## src/rtl/hazard_scoreboard.sv

```systemverilog
// hazard_scoreboard
// Stall/forward controller for the in-order MIPS pipeline. Every in-flight GPR
// producer is tracked in a STAGES-deep shift register (stage 1 = E, last = W).
// Each decode source operand gets a forward select or raises a stall. HI/LO
// readiness after mult/div is tracked with a saturating down-counter.
module hazard_scoreboard #(
  parameter int STAGES  = 3,
  parameter int NSRC    = 2,
  parameter int MUL_LAT = 5,
  parameter int DIV_LAT = 10,
  parameter int KEEP    = STAGES
) (
  input  logic                clk,
  input  logic                reset_n,
  input  logic                hold_i,
  input  logic                flush_i,
  input  logic                d_wr_i,
  input  logic [4:0]          d_dst_i,
  input  logic [2:0]          d_rdy_i,
  input  logic [NSRC*5-1:0]   d_src_i,
  input  logic [NSRC-1:0]     d_use_i,
  input  logic                d_hilo_i,
  input  logic                e_mul_i,
  input  logic                e_div_i,
  output logic                stall_o,
  output logic [NSRC*3-1:0]   fwd_sel_o,
  output logic                busy_o
);

  localparam int CW = $clog2(DIV_LAT + 1);

  logic            stageVld [1:STAGES];
  logic [4:0]      stageDst [1:STAGES];
  logic [2:0]      stageRdy [1:STAGES];
  logic [CW-1:0]   cnt;
  logic [NSRC-1:0] opStall;
  logic [4:0]      srcReg;
  logic            hiloStall;

  // Per-operand match: scan oldest to youngest so the youngest match overrides.
  // An entry whose rdy exceeds its stage index stalls; rdy > STAGES therefore
  // stalls until the entry retires and never forwards.
  always_comb begin
    opStall   = '0;
    fwd_sel_o = '0;
    srcReg    = '0;
    for (int j = 0; j < NSRC; j++) begin
      srcReg = d_src_i[5*j +: 5];
      for (int k = STAGES; k >= 1; k--) begin
        if (stageVld[k] && (stageDst[k] != 5'd0) && (stageDst[k] == srcReg) && d_use_i[j]) begin
          if (k >= int'(stageRdy[k])) begin
            fwd_sel_o[3*j +: 3] = 3'(k);
            opStall[j]          = 1'b0;
          end else begin
            fwd_sel_o[3*j +: 3] = 3'd0;
            opStall[j]          = 1'b1;
          end
        end
      end
    end
  end

  // HI/LO consumers wait for a running count or a mult/div currently in E.
  always_comb begin
    hiloStall = d_hilo_i & ((cnt != '0) | e_mul_i | e_div_i);
    stall_o   = (|opStall) | hiloStall;
    busy_o    = (cnt != '0);
  end

  // Producer shift register: hold freezes, flush drops the young stages.
  always_ff @(posedge clk or negedge reset_n) begin
    if (!reset_n) begin
      for (int k = 1; k <= STAGES; k++) begin
        stageVld[k] <= 1'b0;
        stageDst[k] <= 5'd0;
        stageRdy[k] <= 3'd0;
      end
    end else if (!hold_i) begin
      if (flush_i) begin
        stageVld[1] <= 1'b0;
        for (int k = 2; k <= STAGES; k++) begin
          stageVld[k] <= ((k - 1) >= KEEP) ? stageVld[k-1] : 1'b0;
        end
      end else begin
        stageVld[1] <= d_wr_i & ~stall_o & (d_dst_i != 5'd0);
        for (int k = 2; k <= STAGES; k++) begin
          stageVld[k] <= stageVld[k-1];
        end
      end
      stageDst[1] <= d_dst_i;
      stageRdy[1] <= d_rdy_i;
      for (int k = 2; k <= STAGES; k++) begin
        stageDst[k] <= stageDst[k-1];
        stageRdy[k] <= stageRdy[k-1];
      end
    end
  end

  // HI/LO busy countdown; div wins over mult, a new start overrides a running count.
  always_ff @(posedge clk or negedge reset_n) begin
    if (!reset_n) begin
      cnt <= '0;
    end else if (!hold_i) begin
      if (e_div_i) begin
        cnt <= CW'(DIV_LAT);
      end else if (e_mul_i) begin
        cnt <= CW'(MUL_LAT);
      end else if (cnt != '0) begin
        cnt <= cnt - CW'(1);
      end
    end
  end

endmodule

```

## config.mk

```make
export PLATFORM = sky130hd
export DESIGN_NAME = hazard_scoreboard
export DESIGN_NICKNAME = d
export VERILOG_FILES = /design/src/rtl/hazard_scoreboard.sv
export SDC_FILE = /design/constraint.sdc
export NUM_CORES = 1
export LEC_CHECK = 0
export CAP_MARGIN = 10
export CELL_PAD_IN_SITES_DETAIL_PLACEMENT = 1
export CELL_PAD_IN_SITES_GLOBAL_PLACEMENT = 2
export CORE_ASPECT_RATIO = 0.6
export CORE_UTILIZATION = 35
export DETAILED_ROUTE_END_ITERATION = 6
export DONT_BUFFER_PORTS = 1
export PLACE_DENSITY_LB_ADDON = 0.12
export SLEW_MARGIN = 20
export SYNTH_ARGS = -nofsm -noshare
export SYNTH_HDL_FRONTEND = slang
export SYNTH_SLANG_ARGS = --single-unit
```

## constraint.sdc

```tcl
create_clock -name clk -period 2.2 [get_ports clk]
set_input_delay 0.44 -clock clk [delete_from_list [all_inputs] [get_ports clk]]
set_output_delay 0.44 -clock clk [all_outputs]
set_load 0.02 [all_outputs]
```

==> results of run 1 <==
[final timing paths]
check / from / to / slack, ns / depth (start not counted)
min in group asynchronous: reset_n / stageRdy[5]$_DFFE_PN0N_ / 0.60 / 2
max in group asynchronous: reset_n / stageDst[8]$_DFFE_PN0N_ / 1.42 / 2
setup / recovery: stageDst[6]$_DFFE_PN0N_ / stall_o / -0.40 / 6
hold reg to reg: cnt[1]$_DFFE_PN0P_ / cnt[1]$_DFFE_PN0P_ / 0.50 / 2
setup reg to reg: stageDst[6]$_DFFE_PN0N_ / stageVld[2]$_DFFE_PN0N_ / 0.11 / 8
hold / removal: e_div_i / cnt[2]$_DFFE_PN0P_ / 0.26 / 1
[worst max-delay path, stage by stage (launching register included)]
cell	delay [ns]
dfrtp_1	0.42
or4_4	0.54
o21ai_4	0.18
nor4_4	0.08
mux2_4	0.31
o211ai_2	0.17
or2_4	0.19
[stage by stage]
| step | setup TNS (ns) | hold slack (ns) |
|---|---|---|
| 2_1_floorplan | -0.0446 | 0.144 |
| 3_3_place_gp | -0.0573 | 0.145 |
| 3_5_place_dp | -0.332 | 0.145 |
| 4_1_cts | -1.53 | 0.255 |
| 5_1_grt | -2.14 | 0.253 |
| 6_report | -1.74 | 0.257 |
[power by group through the flow]
stage	registers [uW]	clock network [uW]	logic, uW
finish	680	438	413
detailed placement	686	0	367
global placement	680	0	350
floorplan	681	0	237
global route	689	475	455
CTS	676	448	402
[synth_stat cells, drive strengths merged (2+ instances only)]
master | n | area, sq um
nand3 | 2 | 10.0
nand4 | 4 | 25.0
clkbuf | 4 | 15.0
a31oi | 3 | 18.8
inv | 5 | 18.8
nor2 | 11 | 41.3
ha | 2 | 25.0
nand2b | 2 | 12.5
o211ai | 2 | 20.0
nor3 | 5 | 25.0
mux2 | 24 | 274
or4 | 3 | 22.5
nor4 | 5 | 37.5
nand2 | 10 | 37.5
xnor2 | 20 | 175
dfrtp | 29 | 726
a21oi | 7 | 35.0
or2 | 2 | 12.5
a21o | 2 | 15.0
buf | 2 | 15.0
o21ai | 9 | 52.6
o31ai | 3 | 22.5
xor2 | 10 | 87.6
[flip-flops by register name, indices dropped and copies added (netlist names)]
signal	cells
cnt	4
stageDst	15
stageRdy	7
stageVld	3
[layout make-up]
class,instances,area [sq um]
flip-flops and latches,29,727
clock buffers,7,86.3
multi-input cells,134,1110
well taps,63,78.8
fillers,523,2440
inverters,5,18.8
repair buffers,32,263
[routing by layer]
metal  up-vias  wire length [um]  GRT usage [%]
met4         0                38           4.40
li1        674                 -              -
met2        47              2100           30.2
met5         -                 0              0
met3         8               396           6.27
met1       712              2460           29.7
[logic make-up after synthesis]
kind of cell               share of synthesized area, %
adders and majority gates                          1.41
buffers and inverters                              2.74
xor gates and xnor gates                           14.8
DFF                                                40.8
and+or+nand+nor                                    14.5
other                                             0.211
AOI/OAI and AO/OA                                  9.70
muxes                                              16.0
[cell usage in the layout (no fill, tap or decap), types with 2 or more instances in the layout]
master / netlist / routed
nor4_2: 1 / 3
nand2b_1: 2 / 2
o21ai_4: 0 / 2
or4_1: 3 / 2
nand2_1: 10 / 9
nor2_1: 11 / 9
nor2_2: 0 / 2
inv_1: 5 / 5
nand4_1: 4 / 4
mux2_2: 23 / 22
o21ai_0: 6 / 5
nor3_1: 5 / 3
buf_4: 2 / 28
o31ai_1: 3 / 2
dfrtp_1: 29 / 28
clkbuf_8: 0 / 6
a21o_1: 2 / 2
xnor2_2: 0 / 2
mux2_4: 1 / 2
a31oi_1: 3 / 3
conb_1: 1 / 2
nand3_1: 2 / 2
a21oi_1: 7 / 6
xor2_1: 10 / 10
ha_1: 2 / 2
buf_6: 0 / 2
xnor2_1: 20 / 18
[timing repair]
action	4_1_cts	5_1_grt
hold buffers	2	0
setup endpoints to repair	5	6
setup buffers	2	2
endpoints found under the hold margin	29	0
pin swaps	6	9
cloned	0	0
resized for setup	5	17
==> results.yml, run 1 <==
clocking:
  cts_max_level: 2
  cts_sinks: 29
  cts_tree: "done"
  clk_pin_slew_worst_paths_ns: 0.06
  clkLatencyLatePin_ns: 0.28
  numCtsBuffers: 5
  clk_path_buf_depth: 2
  root_buffer: "clkbuf_8"
die:
  start_util_pct: 37.6
  core_sq_um: 4730
  io_pins: 36
  die_area_sq_um: 5390
  rows: 19
  die_width_um: 94.1
  die_h_um: 57.2
setup_path:
  end_kind: "primary output"
  cp.required_ns: 1.76
  start_kind: "register"
  crit_type: "register to primary output"
  critPathArrivalTime_ns: 2.16
  crit_fanout: 3
yosys:
  synth.cell_area_sq_um: 1780
  synth-edff-count: 0
  synth_seq_cells: 29
  ys.flop_type: "dfrtp_1"
  synth_warnings: 0
  async_flop_share_pct: 100
  postSynthCellCount: 173
  avgSynthCellArea_sq_um: 10.3
  netlist-cell-type-count: 36
  seq_area_frac_synth_pct: 40.8
power:
  sw_frac_of_total_pct: 29.4
  p_switching_uw: 450
  power_frac_clock_pct: 28.6
  peakVddDrop_mv: 0.256
  seqPwrFrac_pct: 44.4
  total_power_uw: 1530
  internal_power_uw: 1080
  power_density_nw_per_um2: 670
  power_frac_comb_pct: 27.0
  power.leakage_uw: 0.000931
layout:
  nets: 237
  post-route-util_pct: 48.3
  drive_gt1_share_pct: 39.6
  area_growth_pct: 28.5
  instances_no_fill: 270
  design_area_sq_um: 2290
  n_antenna_cell: 0
grt:
  grt_use_total_pct: 20.5
  grt_pass1_wl_um: 8110
  antenna_found_initial: 0
  grt_max_degree: 38
  grt_overflow: 0
  grt_pass1_vias: 1594
outcome:
  status: "finished, violations left"
  violations: "setup timing"
sta:
  slew_viol_final: 0
  fin_skew_ns: 0.00328
  finalWorstSetupSlack_ns: -0.400
  rsz0062_at_grt: "true"
  min_period_ns: 2.60
  hold_violations: 0
  fmax_mhz: 385
  fin_crit_sh_pct: 118
  finalSetupViolCount: 5
run:
  drv_cap: 0
place:
  place_ws_ns: -0.113
  place_hpwl_um: 3930
  io_buffers: 0
  dpl.cell_count: 257
  place.gp.congestion: 0.802
  post_dp_cell_area_sq_um: 2030
drt:
  num_vias: 1441
  drc: 0
  vias_per_cell: 5.34
  wl_per_cell_um: 18.5
  drt_iter0_markers: 37
  dr.pass1.iters: 5
  routed_wl_um: 4990
  ant_nets: 0
hold_path:
  hp-class: "input port to register"
No activity file was read; power rests on OpenSTA's default activity.
==> inputs of run 2 (changes only) <==
--- a/config.mk
+++ b/config.mk
@@ -8,7 +8,6 @@
 export CAP_MARGIN = 10
 export CELL_PAD_IN_SITES_DETAIL_PLACEMENT = 1
 export CELL_PAD_IN_SITES_GLOBAL_PLACEMENT = 2
-export CORE_ASPECT_RATIO = 0.6
 export CORE_UTILIZATION = 35
 export DETAILED_ROUTE_END_ITERATION = 6
 export DONT_BUFFER_PORTS = 1
==> results.yml, run 2 (synthesized netlist as in run 1, its figures left out) <==
layout:
  area_growth_pct: 27.6
  design_area_sq_um: 2270
  final_common_cell: "buf_4"
  registers.top_by_ff_count: "stageDst"
  n_antenna_cell: 0
  drive_gt1_share_pct: 37.0
  nFillCells: 561
  largest_reg_flops: 15
  reg.largest.list: "stageDst x15, stageRdy x7, cnt x4"
  nets: 238
  mostFrequentLayoutCells: "buf_4 (30), dfrtp_1 (29), mux2_2 (22)"
grt:
  grt_use_total_pct: 20.2
  grt_overflow: 0
  grtUsageMet2_pct: 33.1
  grt_pass1_vias: 1608
  grt_most_used_layer: "met2"
  antenna_found_initial: 0
  met3_usage_pct: 4.25
  grt_max_degree: 38
  grt_pass1_wl_um: 7910
  use_met1_pct: 25.8
clocking:
  cts_tree: "done"
  cts_sinks: 29
  clkLatencyLatePin_ns: 0.28
  clk_path_buf_depth: 2
  numCtsBuffers: 5
  root_buffer: "clkbuf_8"
  cts_max_level: 2
  clk_pin_slew_worst_paths_ns: 0.06
setup_path:
  start_kind: "register"
  critPathTopFamily: "simple AND/OR/NAND/NOR gates"
  cp.required_ns: 1.76
  path_buf_inv: 0
  max_stage_delay_ns: 0.56
  crit_fanout: 3
  r2r_slack_ns: 0.11
  worst_path_max_delay_cell: "or4_4"
  crit_chain: "or4_4, o21ai_4, nor4_4, mux2_4, o211ai_2, or2_4"
  crit_type: "register to primary output"
  worst-path-stages: 6
  critPathArrivalTime_ns: 2.15
  reg2regPathDepth: 8
  end_kind: "primary output"
place:
  place.gp.congestion: 0.852
  io_buffers: 0
  post_dp_cell_area_sq_um: 2030
  place_hpwl_um: 3730
power:
  sw_frac_of_total_pct: 28.9
  power_frac_comb_pct: 26.7
  seqPwrFrac_pct: 44.5
  internal_power_uw: 1080
  p_switching_uw: 439
  power_frac_clock_pct: 28.9
  power_density_nw_per_um2: 669
  power.leakage_uw: 0.000933
  peakVddDrop_mv: 0.321
hold_path:
  hp-class: "input port to register"
  hold_depth: 1
die:
  die_h_um: 73.3
  start_util_pct: 37.0
  core_sq_um: 4820
  rows: 25
  die_area_sq_um: 5380
  die_width_um: 73.3
  io_pins: 36
sta:
  fin_crit_sh_pct: 118
  min_period_ns: 2.59
  fin_setup_tns_ns: -1.58
  fin_skew_ns: 0.00826
  fmax_mhz: 386
  finalWorstSetupSlack_ns: -0.390
  hold_violations: 0
  slew_viol_final: 0
  finalSetupViolCount: 5
  rsz0062_at_grt: "true"
run:
  drv_cap: 0
drt:
  routed_wl_um: 4740
  num_vias: 1420
  wl_per_cell_um: 17.2
  drc: 0
  ant_nets: 0
  vias_per_cell: 5.16
  drt_iter0_markers: 57
  dr.pass1.iters: 3
outcome:
  status: "finished, violations left"
  violations: "setup timing"
-- run 2: cell count changes in the layout (fill, tap and decap cells not counted), sizes merged --
cell,before,now
buf,31,32
-- run 2: layout make-up --
cell class / count / area (sq um) / area share (%)
clock buffer: 7 / 86.3 / 3.80
inverter: 5 / 18.8 / 0.826
multi-input combinational: 134 / 1090 / 48.0
sequential: 29 / 726 / 31.9
tap: 67 / 83.8 / 3.69
timing repair buffer: 33 / 267 / 11.7
-- run 2: metal layers --
layer | up-vias | routed length, um
li1 | 674 | -
met5 | - | 0
met2 | 37 | 2330
met3 | 10 | 219
met4 | 0 | 95
met1 | 699 | 2100
-- run 2: power groups by stage --
stage	combinational, uW	clock [uW]	sequential (uW)
after floorplan	237	0	681
after global placement	342	0	683
after detailed placement	357	0	689
after CTS	396	456	678
after global routing	446	478	687
final	405	439	676
-- run 2: metrics by stage --
| stage | hold slack (ns) | std cells | util, % | setup slack [ns] | power [uW] |
|---|---|---|---|---|---|
| after global placement | 0.145 | 260 | 42.1 | -0.0333 | 1030 |
| after CTS | 0.241 | 273 | 45.9 | -0.411 | 1530 |
| after floorplan | 0.144 | 174 | - | -0.0446 | 918 |
| after global routing | 0.255 | 275 | 47.2 | -0.447 | 1610 |
| final | 0.253 | 275 | 47.2 | -0.390 | 1520 |
| after detailed placement | 0.145 | 260 | 42.1 | -0.107 | 1050 |
-- run 2: path summary, 6_finish.rpt --
kind | to | from
max | stall_o | stageDst[6]$_DFFE_PN0N_
min | cnt[2]$_DFFE_PN0P_ | e_div_i
max reg2reg | stageVld[2]$_DFFE_PN0N_ | stageDst[6]$_DFFE_PN0N_
min reg2reg | cnt[1]$_DFFE_PN0P_ | cnt[1]$_DFFE_PN0P_
max in group asynchronous | stageRdy[8]$_DFFE_PN0N_ | reset_n
min in group asynchronous | stageVld[0]$_DFFE_PN0N_ | reset_n
-- run 2: timing repair --
item                                    in CTS  in global routing
hold buffers                                 2                  0
hold endpoints to repair                    29                  0
setup buffers                                4                  3
pin swaps                                   10                  5
gates resized for setup                      6                  9
endpoints found under the setup margin       5                  6
